--- src/rtl/if_slave_pipe_if.sv ---
// mux_if: operand/select bundle between the master-side driver and the
// pipelined responder (if_slave_pipe). Both ends share one clock domain.
interface mux_if #(
  parameter int DATA_WITH = 8
);
  logic [DATA_WITH-1:0] i_a;
  logic [DATA_WITH-1:0] i_b;
  logic                 i_sel;
  logic [DATA_WITH-1:0] o_y;

  modport slave_ports (
    input  i_a,
    input  i_b,
    input  i_sel,
    output o_y
  );

  modport master_ports (
    output i_a,
    output i_b,
    output i_sel,
    input  o_y
  );
endinterface

--- src/rtl/if_slave_pipe.sv ---
// Responder end of mux_if: registered operand select through a LATENCY-deep
// stallable pipeline, valid tracking, fill FSM and saturating select-change count.
// Optional macro IF_SLAVE_PIPE_PARITY_EN adds o_parity pipelined alongside o_y.
module if_slave_pipe #(
  parameter int DATA_WITH = 8,
  parameter int LATENCY   = 2,
  parameter int CNT_WIDTH = 16
) (
  input  logic                 i_clk,
  input  logic                 i_rst,
  input  logic                 i_en,
  input  logic                 i_clr,
  mux_if.slave_ports           slave_if,
  output logic                 o_valid,
  output logic [1:0]           o_state,
  output logic [CNT_WIDTH-1:0] o_sel_changes
`ifdef IF_SLAVE_PIPE_PARITY_EN
  ,
  output logic                 o_parity
`endif
);

  typedef enum logic [1:0] {
    IDLE   = 2'd0,
    FILL   = 2'd1,
    STREAM = 2'd2
  } state_t;

  localparam logic [3:0] FILL_LAST = 4'(LATENCY - 1);

  function automatic logic [CNT_WIDTH-1:0] sat_inc(input logic [CNT_WIDTH-1:0] v);
    return (&v) ? v : v + CNT_WIDTH'(1);
  endfunction

  logic [DATA_WITH-1:0] data_p_q [LATENCY];
  logic [DATA_WITH-1:0] data_p_d [LATENCY];
  logic [LATENCY-1:0]   vld_p_q, vld_p_d;
  state_t               state_q, state_d;
  logic [3:0]           fill_q, fill_d;
  logic                 sel_hist_q, sel_hist_d;
  logic [CNT_WIDTH-1:0] cnt_q, cnt_d;
  logic [DATA_WITH-1:0] sel_operand;
  logic                 sel_change;

  // Operand selection feeds stage 0 only; the enable gate keeps unknown
  // interface values out of the pipeline while stalled.
  assign sel_operand = slave_if.i_sel ? slave_if.i_b : slave_if.i_a;
  assign sel_change  = i_en && vld_p_q[0] && (slave_if.i_sel != sel_hist_q);

  always_comb begin
    data_p_d = data_p_q;
    vld_p_d  = vld_p_q;
    if (i_en) begin
      data_p_d[0] = sel_operand;
      vld_p_d[0]  = 1'b1;
      for (int k = 1; k < LATENCY; k++) begin
        data_p_d[k] = data_p_q[k-1];
        vld_p_d[k]  = vld_p_q[k-1];
      end
    end
  end

  always_comb begin
    state_d = state_q;
    fill_d  = fill_q;
    if (i_en) begin
      case (state_q)
        IDLE: begin
          if (LATENCY == 1) begin
            state_d = STREAM;
          end else begin
            state_d = FILL;
            fill_d  = 4'd1;
          end
        end
        FILL: begin
          if (fill_q == FILL_LAST) state_d = STREAM;
          else                     fill_d  = fill_q + 4'd1;
        end
        STREAM: state_d = STREAM;
        default: state_d = IDLE;
      endcase
    end
  end

  // Clear beats a same-cycle increment; history still tracks the sample.
  always_comb begin
    sel_hist_d = i_en ? slave_if.i_sel : sel_hist_q;
    cnt_d      = cnt_q;
    if (i_clr)           cnt_d = '0;
    else if (sel_change) cnt_d = sat_inc(cnt_q);
  end

  always_ff @(posedge i_clk or posedge i_rst) begin
    if (i_rst) begin
      for (int k = 0; k < LATENCY; k++) data_p_q[k] <= '0;
      vld_p_q    <= '0;
      state_q    <= IDLE;
      fill_q     <= '0;
      sel_hist_q <= 1'b0;
      cnt_q      <= '0;
    end else begin
      data_p_q   <= data_p_d;
      vld_p_q    <= vld_p_d;
      state_q    <= state_d;
      fill_q     <= fill_d;
      sel_hist_q <= sel_hist_d;
      cnt_q      <= cnt_d;
    end
  end

  assign slave_if.o_y  = data_p_q[LATENCY-1];
  assign o_valid       = vld_p_q[LATENCY-1];
  assign o_state       = state_q;
  assign o_sel_changes = cnt_q;

`ifdef IF_SLAVE_PIPE_PARITY_EN
  logic [LATENCY-1:0] par_p_q, par_p_d;

  // Parity rides its own stages so it stays aligned with o_y.
  always_comb begin
    par_p_d = par_p_q;
    if (i_en) begin
      par_p_d[0] = ^sel_operand;
      for (int k = 1; k < LATENCY; k++) par_p_d[k] = par_p_q[k-1];
    end
  end

  always_ff @(posedge i_clk or posedge i_rst) begin
    if (i_rst) par_p_q <= '0;
    else       par_p_q <= par_p_d;
  end

  assign o_parity = par_p_q[LATENCY-1];
`endif

endmodule

--- src/flat_wrapper.sv ---
// flat-port wrapper written by rule: the top's interface ports become plain ports
module if_slave_pipe_flat 
#(
  parameter int DATA_WITH = 8,
  parameter int LATENCY   = 2,
  parameter int CNT_WIDTH = 16
)
  (i_clk, i_rst, i_en, i_clr, o_valid, o_state, o_sel_changes, slave_if_i_a, slave_if_i_b, slave_if_i_sel, slave_if_o_y);
  mux_if #(.DATA_WITH(DATA_WITH)) slave_if_i ();
  input  logic i_clk;
  input  logic i_rst;
  input  logic i_en;
  input  logic i_clr;
  output logic o_valid;
  output logic [1:0] o_state;
  output logic [CNT_WIDTH-1:0] o_sel_changes;
  input wire logic [$bits(slave_if_i.i_a)-1:0] slave_if_i_a;
  input wire logic [$bits(slave_if_i.i_b)-1:0] slave_if_i_b;
  input wire logic [$bits(slave_if_i.i_sel)-1:0] slave_if_i_sel;
  output wire logic [$bits(slave_if_i.o_y)-1:0] slave_if_o_y;
  assign slave_if_i.i_a = slave_if_i_a;
  assign slave_if_i.i_b = slave_if_i_b;
  assign slave_if_i.i_sel = slave_if_i_sel;
  assign slave_if_o_y = slave_if_i.o_y;
  if_slave_pipe #(.DATA_WITH(DATA_WITH), .LATENCY(LATENCY), .CNT_WIDTH(CNT_WIDTH)) u_core (.i_clk(i_clk), .i_rst(i_rst), .i_en(i_en), .i_clr(i_clr), .slave_if(slave_if_i), .o_valid(o_valid), .o_state(o_state), .o_sel_changes(o_sel_changes));
endmodule
--- config.mk ---
export PLATFORM = sky130hd
export DESIGN_NAME = if_slave_pipe_flat
export DESIGN_NICKNAME = d
export VERILOG_FILES = /design/src/rtl/if_slave_pipe_if.sv /design/src/rtl/if_slave_pipe.sv /design/src/flat_wrapper.sv
export SDC_FILE = /design/constraint.sdc
export NUM_CORES = 1
export LEC_CHECK = 0
export BUFFER_PORTS_ARGS = -buffer_cell sky130_fd_sc_hd__buf_4
export CORE_MARGIN = 1.5
export CORE_UTILIZATION = 35
export CTS_BUF_LIST = sky130_fd_sc_hd__clkbuf_4
export CTS_CLUSTER_DIAMETER = 30
export DETAILED_ROUTE_END_ITERATION = 6
export HOLD_SLACK_MARGIN = 0.12
export PLACE_DENSITY_LB_ADDON = 0.1
export SETUP_SLACK_MARGIN = 0.3
export SYNTH_ARGS = -nofsm -noshare
export SYNTH_HDL_FRONTEND = slang
export SYNTH_SLANG_ARGS = --single-unit
--- constraint.sdc ---
create_clock -name i_clk -period 2.07 [get_ports i_clk]
set_input_delay 0.1035 -clock i_clk [delete_from_list [all_inputs] [get_ports i_clk]]
set_output_delay 0.1035 -clock i_clk [all_outputs]
set_load 0.05 [all_outputs]
== After elaboration in Yosys (flattened, before gate mapping) ==
Cells that the tools add are included.

* Flip-flop bits (word level): 41
* Input bits: 21
* Logic and storage cells: 33

* Add/sub/neg operators: 2
* Equality and inequality tests: 7
* Multiplexer cells: 8
* Reduce and logical (&&, ||, !) cells: 9

{| class="wikitable"
|+ Operators with widths
! kind !! number
|-
| 16-bit 2-to-1 mux || 3
|-
| 16-bit by 1-bit adder with 16-bit output (second input constant) || 1
|-
| 16-bit AND reduction || 1
|-
| 8-bit 2-to-1 mux || 1
|-
| 4-bit case mux with 2 select lines || 1
|-
| 2-bit case mux with 3 select lines || 1
|-
| 4-bit by 1-bit adder with 4-bit output (second input constant) || 1
|-
| 4-bit by 1-bit == test with 1-bit output (second input constant) || 1
|-
| 4-bit 2-to-1 mux || 1
|-
| 2-bit != test (second input constant) || 2
|-
| 2-bit AND reduction || 2
|-
| 2-bit nonzero test || 2
|-
| 3-bit AND reduction || 1
|-
| 2-bit by 1-bit == test with 1-bit output (second input constant) || 1
|-
| 2-bit == test (second input constant) || 1
|-
| 1-bit logical AND || 2
|-
| 2-bit logical NOT || 1
|-
| 2-bit 2-to-1 mux || 1
|-
| 2-bit by 1-bit != test with 1-bit output (second input constant) || 1
|-
| 1-bit != test || 1
|}

== Logic depth before layout (Yosys ltp) ==
* Depth in word-level cells: 4
* Mapped depth: 6
* Gate-level depth less buffers: 6

== Worst setup path after synthesis ==
OpenSTA, ideal clock, no wires.

* Path kind: reg-to-reg
* Start point: reg u_core.cnt_q[0] (netlist: u_core.o_sel_changes[0])
* End point: reg u_core.cnt_q[5] (netlist: u_core.o_sel_changes[5])
* Setup time: 78 ps
* Arrival: 1898 ps
* Path slack: 94 ps
* Stages on the path, launching flop included: 7
* Buffers on the path: 0
* Period minus slack after synthesis: 1976 ps
* Cells stage by stage: dfrtp_1 -> ha_1 -> and3_1 -> nand3_1 -> o21ai_2 -> or4_1 -> a21oi_1

* Word-level cells in the longest chain between the ends: 4

{| class="wikitable"
|+ RTL lines
! element !! line !! text
|-
| start: declaration || if_slave_pipe.sv:41 || <nowiki>logic [CNT_WIDTH-1:0] cnt_q, cnt_d;</nowiki>
|-
| start signal: assignment || if_slave_pipe.sv:108 || <nowiki>cnt_q <= cnt_d;</nowiki>
|-
| 16-bit by 1-bit adder with 16-bit output || if_slave_pipe.sv:32 || <nowiki>return (&v) ? v : v + CNT_WIDTH'(1);</nowiki>
|-
| 16-bit 2-to-1 mux || if_slave_pipe.sv:32 ||
|-
| 16-bit 2-to-1 mux || if_slave_pipe.sv:91 || <nowiki>else if (sel_change) cnt_d = sat_inc(cnt_q);</nowiki>
|-
| 16-bit 2-to-1 mux || if_slave_pipe.sv:90 || <nowiki>if (i_clr) cnt_d = '0;</nowiki>
|}

Parallel ways exist; a longest one is shown, timed or not. The select of a mux whose other input is x is not followed.
A chain may end at the register's enable or synchronous reset.

== Worst setup path in the final report ==
Same ends and word-level chain as after synthesis.

==> out/metrics.yaml <==
pwr-share-seq_pct: 48.1
syn_inst: 203
gr-total-overflow: 0
p_leak_nw: 1.199
finalClockSkew_ns: 0.01739
drtAntennaViolNets: 0
cts_tree: "yes"
synthArstFlopShare_pct: 100.0
layout_common_cells: "53 x buf_4, 26 x dfrtp_1, 25 x nor2_1"
grt_pass1_vias: 1646
setup_viol: 0
via_count: 1678
crit_path_end_kind: "flip-flop"
avgRoutedWirePerCell_microns: 13.05
dr.pass1.iters: 4
max_slew_margin_pct: 64.80
synth_warnings: 0
cts-root-buf: "clkbuf_4"
fin_crit_ns: 1.742
path_max_fanout: 7
final_area_sq_um: 2769
synth_nets: 230
routed_wl_microns: 4437
clkTransAtPathRegs_ns: 0.13
num_io_pins: 48
dpl.hpwl_microns: 2882
final_nets: 294
power.density_nw_per_um2: 721.8
postSynthAreaPerCell_sq_um: 10.22
numCtsBuffers: 5
crit_start: "u_core.o_sel_changes[0]$_DFFE_PP0P_"
hp-start: "slave_if_i_sel"
grt_pass1_wl_microns: 7617
grt_max_degree: 42
worstReg2RegEnd: "u_core.o_sel_changes[5]$_DFFE_PP0P_"
swShare_pct: 34.37
required_ns: 2.34
cp_data_arrival_time_ns: 2.01
vias_per_cell: 4.935
cts_max_level: 2
design.core.area_sq_um: 5608
cts_buffer_depth: 2
r2r_start: "u_core.o_sel_changes[0]$_DFFE_PP0P_"
endpoint: "u_core.o_sel_changes[5]$_DFFE_PP0P_"
synthToLayoutAreaGrowth_pct: 33.47
drive_above_1_share_pct: 35.07
synth-seq-cells: 41
start_kind: "flip-flop"
hp-class: "primary input to flip-flop"
die_area_sq_um: 6398
path_class: "flip-flop to flip-flop"
finalSetupTns_ns: 0
p_sw_uw: 687.0
drc_errors: 0
die_y_microns: 79.99
dpl_cell_area_sq_um: 2482
clkLatencyLatePin_ns: 0.35
reg2reg_slack_ns: 0.33
initial_core_util_pct: 36.99
antenna_found_initial: 0
mostFrequentLayoutCell: "buf_4"
cts_num_sinks: 41
p_int_mw: 1.312
antennaDiodeCount: 0
ir_worst_vdd_mv: 0.5685
drtIter0Drc: 70
max-cap-violations: 0
fmax_mhz: 574.0
rsz0062_at_grt: "true"
grt_usage_pct: 15.30
synth_edf_count: 0
status: "finished, final reports clean"
yosysSeqAreaShare_pct: 49.46
synthesis.area_sq_um: 2074
die_w_microns: 79.99
finalHoldViolations: 0
synth_cell_types: 37
rows: 27
combinationalPowerShare_pct: 31.4
worstRegToRegCells: 6
portBuffers: 47
slew_violations: 0
fin_crit_sh_pct: 84.16
p_clk_share_pct: 20.5
synthFlopType: "dfrtp_1"
tightest_slew_ns: 0.5280
gp_congestion: 0.7839
-- Yosys cell counts (all sizes together), types with 2 or more instances --
cell type / n / area [sq um]
xnor2: 7 / 61.31
and3: 3 / 18.77
o21ai: 9 / 48.80
nor3: 10 / 50.05
xor2: 4 / 35.03
or2: 2 / 12.52
nand2: 11 / 41.29
inv: 6 / 22.52
buf: 10 / 75.07
o31ai: 3 / 22.52
mux2i: 10 / 100.1
dfrtp: 41 / 1026
clkbuf: 5 / 18.77
nor2: 26 / 97.59
mux2: 11 / 123.9
or4: 3 / 26.27
ha: 6 / 75.07
a21oi: 12 / 60.06
nand2b: 2 / 12.51
nand4: 2 / 12.51
nand3: 8 / 40.04
and4: 2 / 17.52
-- sequential cells by signal, indices dropped and copies added (netlist names) --
signal                flops
u_core.fill_q             4
u_core.data_p_q           8
u_core.o_state            2
u_core.slave_if.o_y       8
u_core.vld_p_q            2
u_core.sel_hist_q         1
u_core.o_sel_changes     16
-- routing by layer --
| layer | part of all wire, % | vias up | global-route usage [%] |
|---|---|---|---|
| met4 | 1.6 | 0 | 5.172 |
| met1 | 45 | 797 | 20.11 |
| met5 | 0 | - | 0 |
| met2 | 47 | 45 | 24.37 |
| met3 | 5.8 | 9 | 3.886 |
| li1 | - | 827 | - |
-- critical path, stage by stage, from the launching register on --
cell     delay (ns)
dfrtp_2        0.45
ha_4           0.19
and3_1         0.20
nand3_2        0.14
o21ai_4        0.11
or4_4          0.43
a21oi_2        0.15
-- power by group through the flow --
stage          logic, mW  registers [mW]  clock network [mW]
4_1_cts            0.623           0.965               0.439
3_5_place_dp       0.588           0.979                   0
5_1_grt            0.697           0.980               0.475
2_1_floorplan      0.367            1.05                   0
3_3_place_gp       0.583           0.978                   0
6_report           0.627           0.962               0.410
-- final cells by class --
type / count / area, sq um
fillers: 568 / 2839
flip-flops and latches: 41 / 1045
multi-input cells: 141 / 967.2
repair buffers: 72 / 588.1
well taps: 72 / 90.09
clock buffers: 7 / 52.55
inverters: 6 / 22.52
clock inverters: 1 / 3.754
-- how the worst min path moves through the flow --
stage	end	cells past startpoint
after floorplan	u_core.fill_q[2]$_DFFE_PP0P_	2
after global placement	u_core.slave_if.o_y[1]$_DFFE_PP0P_	3
after detailed placement	u_core.slave_if.o_y[1]$_DFFE_PP0P_	3
after CTS	u_core.sel_hist_q$_DFFE_PP0P_	2
after global routing	u_core.sel_hist_q$_DFFE_PP0P_	2
final	u_core.sel_hist_q$_DFFE_PP0P_	2
-- cell families after synthesis --
logic type,Yosys count,share of synthesized area [%]
AOI/OAI and AO/OA,30,8.686
xor gates and xnor gates,11,4.644
adders and majority gates,6,3.619
buffers and inverters,21,5.609
DFF,41,49.46
muxes,21,10.80
and+or+nand+nor,73,17.19
-- repair_timing --
action                                  4_1_cts  5_1_grt
hold buffers                                 19        0
endpoints found under the hold margin        67        0
endpoints found under the setup margin        1        6
pin swaps                                     0        1
buffers inserted                              0        3
gates resized for setup                       1        4
-- through the flow --
step	hold slack (ns)	instances	total power [mW]	worst slack, ns	utilization, %
after floorplan	0.2755	203	1.417	0.3079	-
after global placement	0.2794	310	1.561	0.3432	44.27
after detailed placement	0.2817	310	1.567	0.3195	44.27
after CTS	0.1275	337	2.026	0.3240	48.66
after global routing	0.1420	340	2.152	0.2596	49.38
final	0.1442	340	1.999	0.3279	49.38
Power figures use the tool's default switching activity.
